<file path="src/rtl/gpio_led_ctrl_if.sv">
// Requester-facing bus of the LED controller: status requests/patterns in, current owner out.
interface gpio_led_ctrl_if;
  logic [3:0]  src_req;
  logic [31:0] src_data;
  logic [1:0]  owner;
  logic        owner_valid;

  modport master (output src_req, output src_data, input owner, input owner_valid);
  modport slave  (input src_req, input src_data, output owner, output owner_valid);
endinterface

</file>
<file path="src/rtl/gpio_led_ctrl.sv">
// Board GPIO controller: button/switch sync + debounce, LED bank arbitration between
// four status requesters (AUTO round-robin / MANUAL select) with an idle heartbeat.
//
// state | meaning
// IDLE  | no owner in AUTO (heartbeat shown); also the parked state in MANUAL
// SHOW  | AUTO owner displayed, dwell counter running
module gpio_led_ctrl #(
  parameter int DEBOUNCE_CYCLES  = 1000000,
  parameter int DWELL_CYCLES     = 50000000,
  parameter int HEARTBEAT_CYCLES = 25000000
) (
  input  logic             clk,
  input  logic             rstn,
  input  logic [4:0]       btn,
  input  logic [7:0]       sw,
  gpio_led_ctrl_if.slave   req_bus,
  output logic [7:0]       led,
  output logic [4:0]       btn_pulse,
  output logic [7:0]       sw_db,
  output logic             mode_manual
);

  localparam int DBW = $clog2(DEBOUNCE_CYCLES);
  localparam int DWW = $clog2(DWELL_CYCLES);
  localparam int HBW = $clog2(HEARTBEAT_CYCLES);
  localparam logic [DBW-1:0] DB_LAST = DBW'(DEBOUNCE_CYCLES - 1);
  localparam logic [DWW-1:0] DW_LAST = DWW'(DWELL_CYCLES - 1);
  localparam logic [HBW-1:0] HB_LAST = HBW'(HEARTBEAT_CYCLES - 1);

  typedef enum logic {IDLE, SHOW} state_t;

  logic [1:0]     rst_sync;
  logic           rst_int_n;
  logic [12:0]    raw, meta, sync, db;
  logic [DBW-1:0] db_cnt [13];
  logic [4:0]     btn_db_q;
  logic [HBW-1:0] hb_cnt;
  logic           hb;
  state_t         state;
  logic [DWW-1:0] dwell;
  logic [1:0]     last_grant;
  logic [1:0]     owner_q;
  logic           owner_valid_q;
  logic           freeze;
  logic           mode_nx;
  logic [2:0]     pick;

  // Circular search starting one past 'last'; bit 2 flags that a requester was found.
  function automatic logic [2:0] rr_pick(input logic [3:0] req, input logic [1:0] last);
    logic [2:0] r;
    logic [1:0] idx;
    r = '0;
    for (int k = 0; k < 4; k++) begin
      idx = last + 2'd1 + 2'(k);
      if (req[idx] && !r[2]) r = {1'b1, idx};
    end
    return r;
  endfunction

  always_ff @(posedge clk or negedge rstn) begin
    if (!rstn) rst_sync <= '0;
    else       rst_sync <= {rst_sync[0], 1'b1};
  end
  assign rst_int_n = rst_sync[1];

  assign raw = {sw, btn};

  always_ff @(posedge clk or negedge rst_int_n) begin
    if (!rst_int_n) begin
      meta <= '0;
      sync <= '0;
    end else begin
      meta <= raw;
      sync <= meta;
    end
  end

  always_ff @(posedge clk or negedge rst_int_n) begin
    if (!rst_int_n) begin
      db <= '0;
      for (int i = 0; i < 13; i++) db_cnt[i] <= '0;
    end else begin
      for (int i = 0; i < 13; i++) begin
        if (sync[i] == db[i]) begin
          db_cnt[i] <= '0;
        end else if (db_cnt[i] == DB_LAST) begin
          db[i]     <= sync[i];
          db_cnt[i] <= '0;
        end else begin
          db_cnt[i] <= db_cnt[i] + DBW'(1);
        end
      end
    end
  end

  always_ff @(posedge clk or negedge rst_int_n) begin
    if (!rst_int_n) begin
      btn_db_q  <= '0;
      btn_pulse <= '0;
    end else begin
      btn_db_q  <= db[4:0];
      btn_pulse <= db[4:0] & ~btn_db_q;
    end
  end
  assign sw_db = db[12:5];

  always_ff @(posedge clk or negedge rst_int_n) begin
    if (!rst_int_n) begin
      hb_cnt <= '0;
      hb     <= 1'b0;
    end else if (hb_cnt == HB_LAST) begin
      hb_cnt <= '0;
      hb     <= ~hb;
    end else begin
      hb_cnt <= hb_cnt + HBW'(1);
    end
  end

  // The mode toggle takes effect before btnl/btnr are interpreted.
  assign mode_nx = mode_manual ^ btn_pulse[4];
  assign pick    = rr_pick(req_bus.src_req, last_grant);

  always_ff @(posedge clk or negedge rst_int_n) begin
    if (!rst_int_n) begin
      state         <= IDLE;
      dwell         <= '0;
      last_grant    <= 2'd3;
      owner_q       <= 2'd0;
      owner_valid_q <= 1'b0;
      mode_manual   <= 1'b0;
      freeze        <= 1'b0;
    end else begin
      mode_manual <= mode_nx;
      if (btn_pulse[2])      freeze <= 1'b0;
      else if (btn_pulse[0]) freeze <= 1'b1;

      if (mode_nx) begin
        state         <= IDLE;
        dwell         <= '0;
        owner_valid_q <= 1'b1;
        if (btn_pulse[3] && !btn_pulse[1])      owner_q <= owner_q + 2'd1;
        else if (btn_pulse[1] && !btn_pulse[3]) owner_q <= owner_q - 2'd1;
      end else if (mode_manual) begin
        state         <= IDLE;
        dwell         <= '0;
        owner_valid_q <= 1'b0;
      end else begin
        case (state)
          IDLE: begin
            if (pick[2]) begin
              owner_q       <= pick[1:0];
              last_grant    <= pick[1:0];
              owner_valid_q <= 1'b1;
              dwell         <= '0;
              state         <= SHOW;
            end else begin
              owner_valid_q <= 1'b0;
            end
          end
          SHOW: begin
            if (!req_bus.src_req[owner_q] || dwell == DW_LAST) begin
              if (pick[2]) begin
                owner_q    <= pick[1:0];
                last_grant <= pick[1:0];
                dwell      <= '0;
              end else begin
                owner_valid_q <= 1'b0;
                dwell         <= '0;
                state         <= IDLE;
              end
            end else begin
              dwell <= dwell + DWW'(1);
            end
          end
        endcase
      end
    end
  end

  assign req_bus.owner       = owner_q;
  assign req_bus.owner_valid = owner_valid_q;

  always_ff @(posedge clk or negedge rst_int_n) begin
    if (!rst_int_n)         led <= '0;
    else if (sw_db[7])      led <= '0;
    else if (freeze)        led <= led;
    else if (owner_valid_q) led <= req_bus.src_data[{owner_q, 3'b000} +: 8];
    else                    led <= {7'b0, hb};
  end

endmodule

</file>
<file path="src/flat_wrapper.sv">
// flat-port wrapper written by rule: the top's interface ports become plain ports
module gpio_led_ctrl_flat 
#(
  parameter int DEBOUNCE_CYCLES  = 1000000,
  parameter int DWELL_CYCLES     = 50000000,
  parameter int HEARTBEAT_CYCLES = 25000000
)
  (clk, rstn, btn, sw, led, btn_pulse, sw_db, mode_manual, req_bus_src_req, req_bus_src_data, req_bus_owner, req_bus_owner_valid);
  gpio_led_ctrl_if req_bus_i ();
  input  logic clk;
  input  logic rstn;
  input  logic [4:0] btn;
  input  logic [7:0] sw;
  output logic [7:0] led;
  output logic [4:0] btn_pulse;
  output logic [7:0] sw_db;
  output logic mode_manual;
  input wire logic [$bits(req_bus_i.src_req)-1:0] req_bus_src_req;
  input wire logic [$bits(req_bus_i.src_data)-1:0] req_bus_src_data;
  output wire logic [$bits(req_bus_i.owner)-1:0] req_bus_owner;
  output wire logic [$bits(req_bus_i.owner_valid)-1:0] req_bus_owner_valid;
  assign req_bus_i.src_req = req_bus_src_req;
  assign req_bus_i.src_data = req_bus_src_data;
  assign req_bus_owner = req_bus_i.owner;
  assign req_bus_owner_valid = req_bus_i.owner_valid;
  gpio_led_ctrl #(.DEBOUNCE_CYCLES(DEBOUNCE_CYCLES), .DWELL_CYCLES(DWELL_CYCLES), .HEARTBEAT_CYCLES(HEARTBEAT_CYCLES)) u_core (.clk(clk), .rstn(rstn), .btn(btn), .sw(sw), .req_bus(req_bus_i), .led(led), .btn_pulse(btn_pulse), .sw_db(sw_db), .mode_manual(mode_manual));
endmodule
</file>
<file path="config.mk">
export PLATFORM = sky130hd
export DESIGN_NAME = gpio_led_ctrl_flat
export DESIGN_NICKNAME = d
export VERILOG_FILES = /design/src/rtl/gpio_led_ctrl_if.sv /design/src/rtl/gpio_led_ctrl.sv /design/src/flat_wrapper.sv
export SDC_FILE = /design/constraint.sdc
export NUM_CORES = 1
export LEC_CHECK = 0
export BUFFER_PORTS_ARGS = -buffer_cell sky130_fd_sc_hd__buf_2
export CAP_MARGIN = 5
export CORE_UTILIZATION = 30
export CTS_CLUSTER_SIZE = 20
export DETAILED_ROUTE_END_ITERATION = 6
export GPL_TIMING_DRIVEN = 0
export SETUP_SLACK_MARGIN = 0.5
export SYNTH_ARGS = -nofsm -noshare
export SYNTH_HDL_FRONTEND = slang
export SYNTH_SLANG_ARGS = --single-unit
</file>
<file path="constraint.sdc">
create_clock -name clk -period 12.3 [get_ports clk]
set_input_delay 0 -clock clk [delete_from_list [all_inputs] [get_ports clk]]
set_output_delay 0 -clock clk [all_outputs]
set_load 0.05 [all_outputs]
</file>
==> summary.txt <==
Status
  – Outcome: finished with violations
  – Failing checks: DRC

CTS
  – CTS resizes: 0
  – Worst-path clk slew: 0.06 ns
  – TritonCTS clock tree: done
  – Total setup buffers inserted after CTS: 0
  – Root Driver: clkbuf_16
  – H-tree levels: 2
  – Worst-skew pair later-pin latency: roughly 0.57 ns
  – Clk buf depth: 3
  – # hold bufs at CTS: 33
  – Number of CTS-inserted buffers: 44
  – Sinks on Clock Net: 379

Placed design
  – DP Area: between 0.015 and 0.02 mm²
  – Detailed placement HPWL: 24300 µm
  – Placed cells: between 2000 and 3000
  – Buffers added on ports: 75
  – Setup WS pre-CTS: 9.90 ns
  – GPL Wtd Cong: 0.803

Route
  – Vias per cell: 4.75
  – DRT Wirelength: between 30000 and 40000 µm
  – Routed Antenna Nets: 0
  – DR iter-0 viols: 761
  – Initial DRT Pass Iterations: 7
  – Drc violations: 3
  – DR vias: 13100
  – WL per Instance: 13.1 µm

Finish
  – N_diodes: 0
  – Final Non-Filler Cells: 2751
  – Area Overhead vs Synth: 18.5%
  – Final Cell Area: 0.0214 mm²
  – Final nets: roughly 2000
  – Multi-input gate area: 0.00807 mm²
  – FF+latch area: approximately 0.0095 mm²
  – Commonest non-fill, non-tap cells in the layout: dfrtp_1, nor2_1, xnor2_1
  – Share of layout cells above drive strength 1: 0.125
  – # fillers: 5886
  – Commonest non-fill, non-tap cell in the layout: dfrtp_1

Power and ir drop
  – VDD IR-drop max: approximately 0.10 mV
  – Pwr/cell area: 142 mW/mm²
  – Logic pwr share: 0.116
  – Clk pwr share: 0.448
  – NetSw: 0.000780 W
  – Pleak: between 9 and 10 nW
  – Seq pwr share: 0.435
  – Switching share of power: 0.256
  – Int Power: 0.00226 W

Yosys
  – Main area contributors after synthesis: dfrtp_1, nor2_1, xnor2_1
  – Sequential area share after synthesis: 0.525
  – Synthesis Warnings: 0
  – Most used DFF post-synth: dfrtp_1
  – Syn nets: 1857
  – FF+latch count, synth: 379
  – EDFF count, synth: 0
  – Asr flop ratio synth: 1.00
  – Post-synth cell types: 60
  – Syn Inst Count: around 1800
  – Post-synth top area cell: dfrtp_1
  – Cell area after synthesis: 0.0181 mm²
  – Syn avg cell area: 10.1 µm²
  – Area share of the largest cell type after synthesis: 0.522

Setup path
  – CP endpoint kind: flop
  – Crit path DAT: 2.87 ns
  – Critical setup path kind: flop to flop
  – CP max FO: 10
  – Crit start category: flop
  – Worst EP required: 12.74 ns

Global routing
  – Tot GR Track Use: 0.120
  – Initial antenna violation count: 0
  – Total gr overflow: 0
  – Maximum number of pins on one net before global-route repair: 70
  – Vias in the first global route: 13100
  – Global-route wire length before repair: just over 60000 µm

Floorplan
  – Standard-cell rows: 89
  – DIE WIDTH: around 250 µm
  – Die height: 247 µm
  – Die Area: 0.0612 mm²
  – Boundary pin count: 76
  – CORE AREA: 0.0592 mm²
  – Initial core utilization: 0.305

Timing
  – TNS Setup: 0 ns
  – Fmax: 0.412 GHz
  – Worst Max-Slew Pin Slew: 0.828 ns
  – Final setup violation count: 0
  – Max Slew Vio Count: 0
  – Final Hold Fails: 0
  – Final worst slack: approximately 10 ns
  – Fin crit share: 0.197
  – Unrepaired setup endpoints after global routing: no
  – Slew HR: 0.443
  – Final hold slack: a little over 0.05 ns
  – Skew final: around 0.015 ns
  – Crit path time final: 2.43 ns

Worst hold path
  – Hold Crit Class: input port to flop

Job
  – Max Cap Viol: 0
-- critical path, cell delays in order (launching register included) --
cell	delay [ns]
dfrtp_1	0.42
clkbuf_1	0.65
mux4_2	0.40
dlygate4sd3_1	0.57
a22oi_1	0.20
nor2_1	0.07
-- logic make-up (layout without fill, tap and decap cells) --
| family | count (synthesis) | count (layout) | synth area share |
|---|---|---|---|
| muxes | 31 | 31 | 0.0245 |
| buffers and inverters | 108 | 298 | 0.0285 |
| AOI/OAI and AO/OA | 75 | 75 | 0.0268 |
| xor gates and xnor gates | 271 | 271 | 0.131 |
| and+or+nand+nor | 905 | 905 | 0.251 |
| DFF | 379 | 379 | 0.525 |
| other | 1 | 1 | 0.000207 |
| adders and majority gates | 18 | 18 | 0.0125 |
-- per-stage QoR --
step / util / power, W
final: 0.362 / 0.00304
after global routing: 0.362 / 0.00319
after CTS: 0.362 / 0.00310
after detailed placement: 0.330 / 0.00168
after global placement: 0.328 / 0.00166
after floorplan: - / 0.00158
-- worst paths after layout --
path	end	startpoint	cells after the start	slack [ns]
worst min-delay path	u_core.dwell[2]	req_bus_src_req[1]	4	0.05
max in group asynchronous	u_core.db_cnt[100]	u_core.rst_sync[1]	4	10.02
worst max register to register	u_core.led[1]	u_core.req_bus.owner[1]	5	9.87
worst max-delay path	u_core.led[1]	u_core.req_bus.owner[1]	5	9.87
min in group asynchronous	u_core.rst_sync[1]	rstn	3	0.27
worst min register to register	u_core.sync[12]	u_core.meta[12]	0	0.35
-- cell type report --
| type | instances | share of cell area |
|---|---|---|
| inverter | 50 | 0.00876 |
| buffer | 58 | 0.0153 |
| multi-input combinational | 1301 | 0.377 |
| tap | 773 | 0.0452 |
| sequential | 379 | 0.443 |
| clock inverter | 17 | 0.0116 |
| clock buffer | 60 | 0.0598 |
| timing repair buffer | 113 | 0.0394 |
-- state kept, by name, indices dropped and copies added, names as in the netlist --
signal / count
u_core.last_grant: 2
u_core.freeze: 1
u_core.mode_manual: 1
u_core.led: 8
u_core.meta: 13
u_core.req_bus.owner: 2
u_core.hb: 1
u_core.state: 1
u_core.hb_cnt: 25
u_core.btn_db_q: 5
u_core.btn_pulse: 5
u_core.dwell: 26
u_core.rst_sync: 2
u_core.db_cnt: 260
u_core.req_bus.owner_valid: 1
u_core.sync: 13
u_core.db: 13
-- Yosys cell counts, types with 2 or more instances --
| cell type | count |
|---|---|
| mux2i_1 | 6 |
| mux2_2 | 16 |
| a21oi_1 | 21 |
| nand3_1 | 109 |
| nor4bb_1 | 4 |
| mux4_2 | 9 |
| nor4_4 | 4 |
| inv_1 | 50 |
| and2_1 | 16 |
| and4_1 | 25 |
| clkbuf_1 | 18 |
| nand4_1 | 65 |
| xor2_1 | 121 |
| a22oi_1 | 7 |
| dfstp_2 | 2 |
| buf_6 | 4 |
| and3_1 | 31 |
| nor2b_1 | 11 |
| xnor2_1 | 150 |
| o31ai_1 | 3 |
| buf_4 | 14 |
| nor2_1 | 350 |
| or2_2 | 10 |
| a41oi_1 | 4 |
| nand3b_1 | 7 |
| nand4b_1 | 4 |
| buf_2 | 21 |
| or4_4 | 2 |
| nand4bb_1 | 2 |
| or2_1 | 2 |
| nor3_1 | 39 |
| or3_1 | 7 |
| a31oi_1 | 16 |
| o21ai_0 | 15 |
| nand2_1 | 131 |
| nor4b_1 | 12 |
| nor4_2 | 2 |
| nor4_1 | 55 |
| nand2b_1 | 9 |
| ha_1 | 18 |
| dfrtp_1 | 377 |
-- power groups by stage --
stage	Combinational, W	Sequential [W]	Clock [W]
floorplan	0.000173	0.00141	0
global placement	0.000298	0.00137	0
detailed placement	0.000332	0.00135	0
CTS	0.000357	0.00132	0.00142
global route	0.000386	0.00133	0.00147
finish	0.000354	0.00132	0.00136
-- per-layer routing --
layer	vias to the layer above	GRT usage	wire length, µm
met4	0	0.0449	997
li1	6410	-	-
met3	66	0.0252	1420
met1	6418	0.158	16900
met2	176	0.196	16600
met5	-	0	0
(Power assumes the default switching activity.)
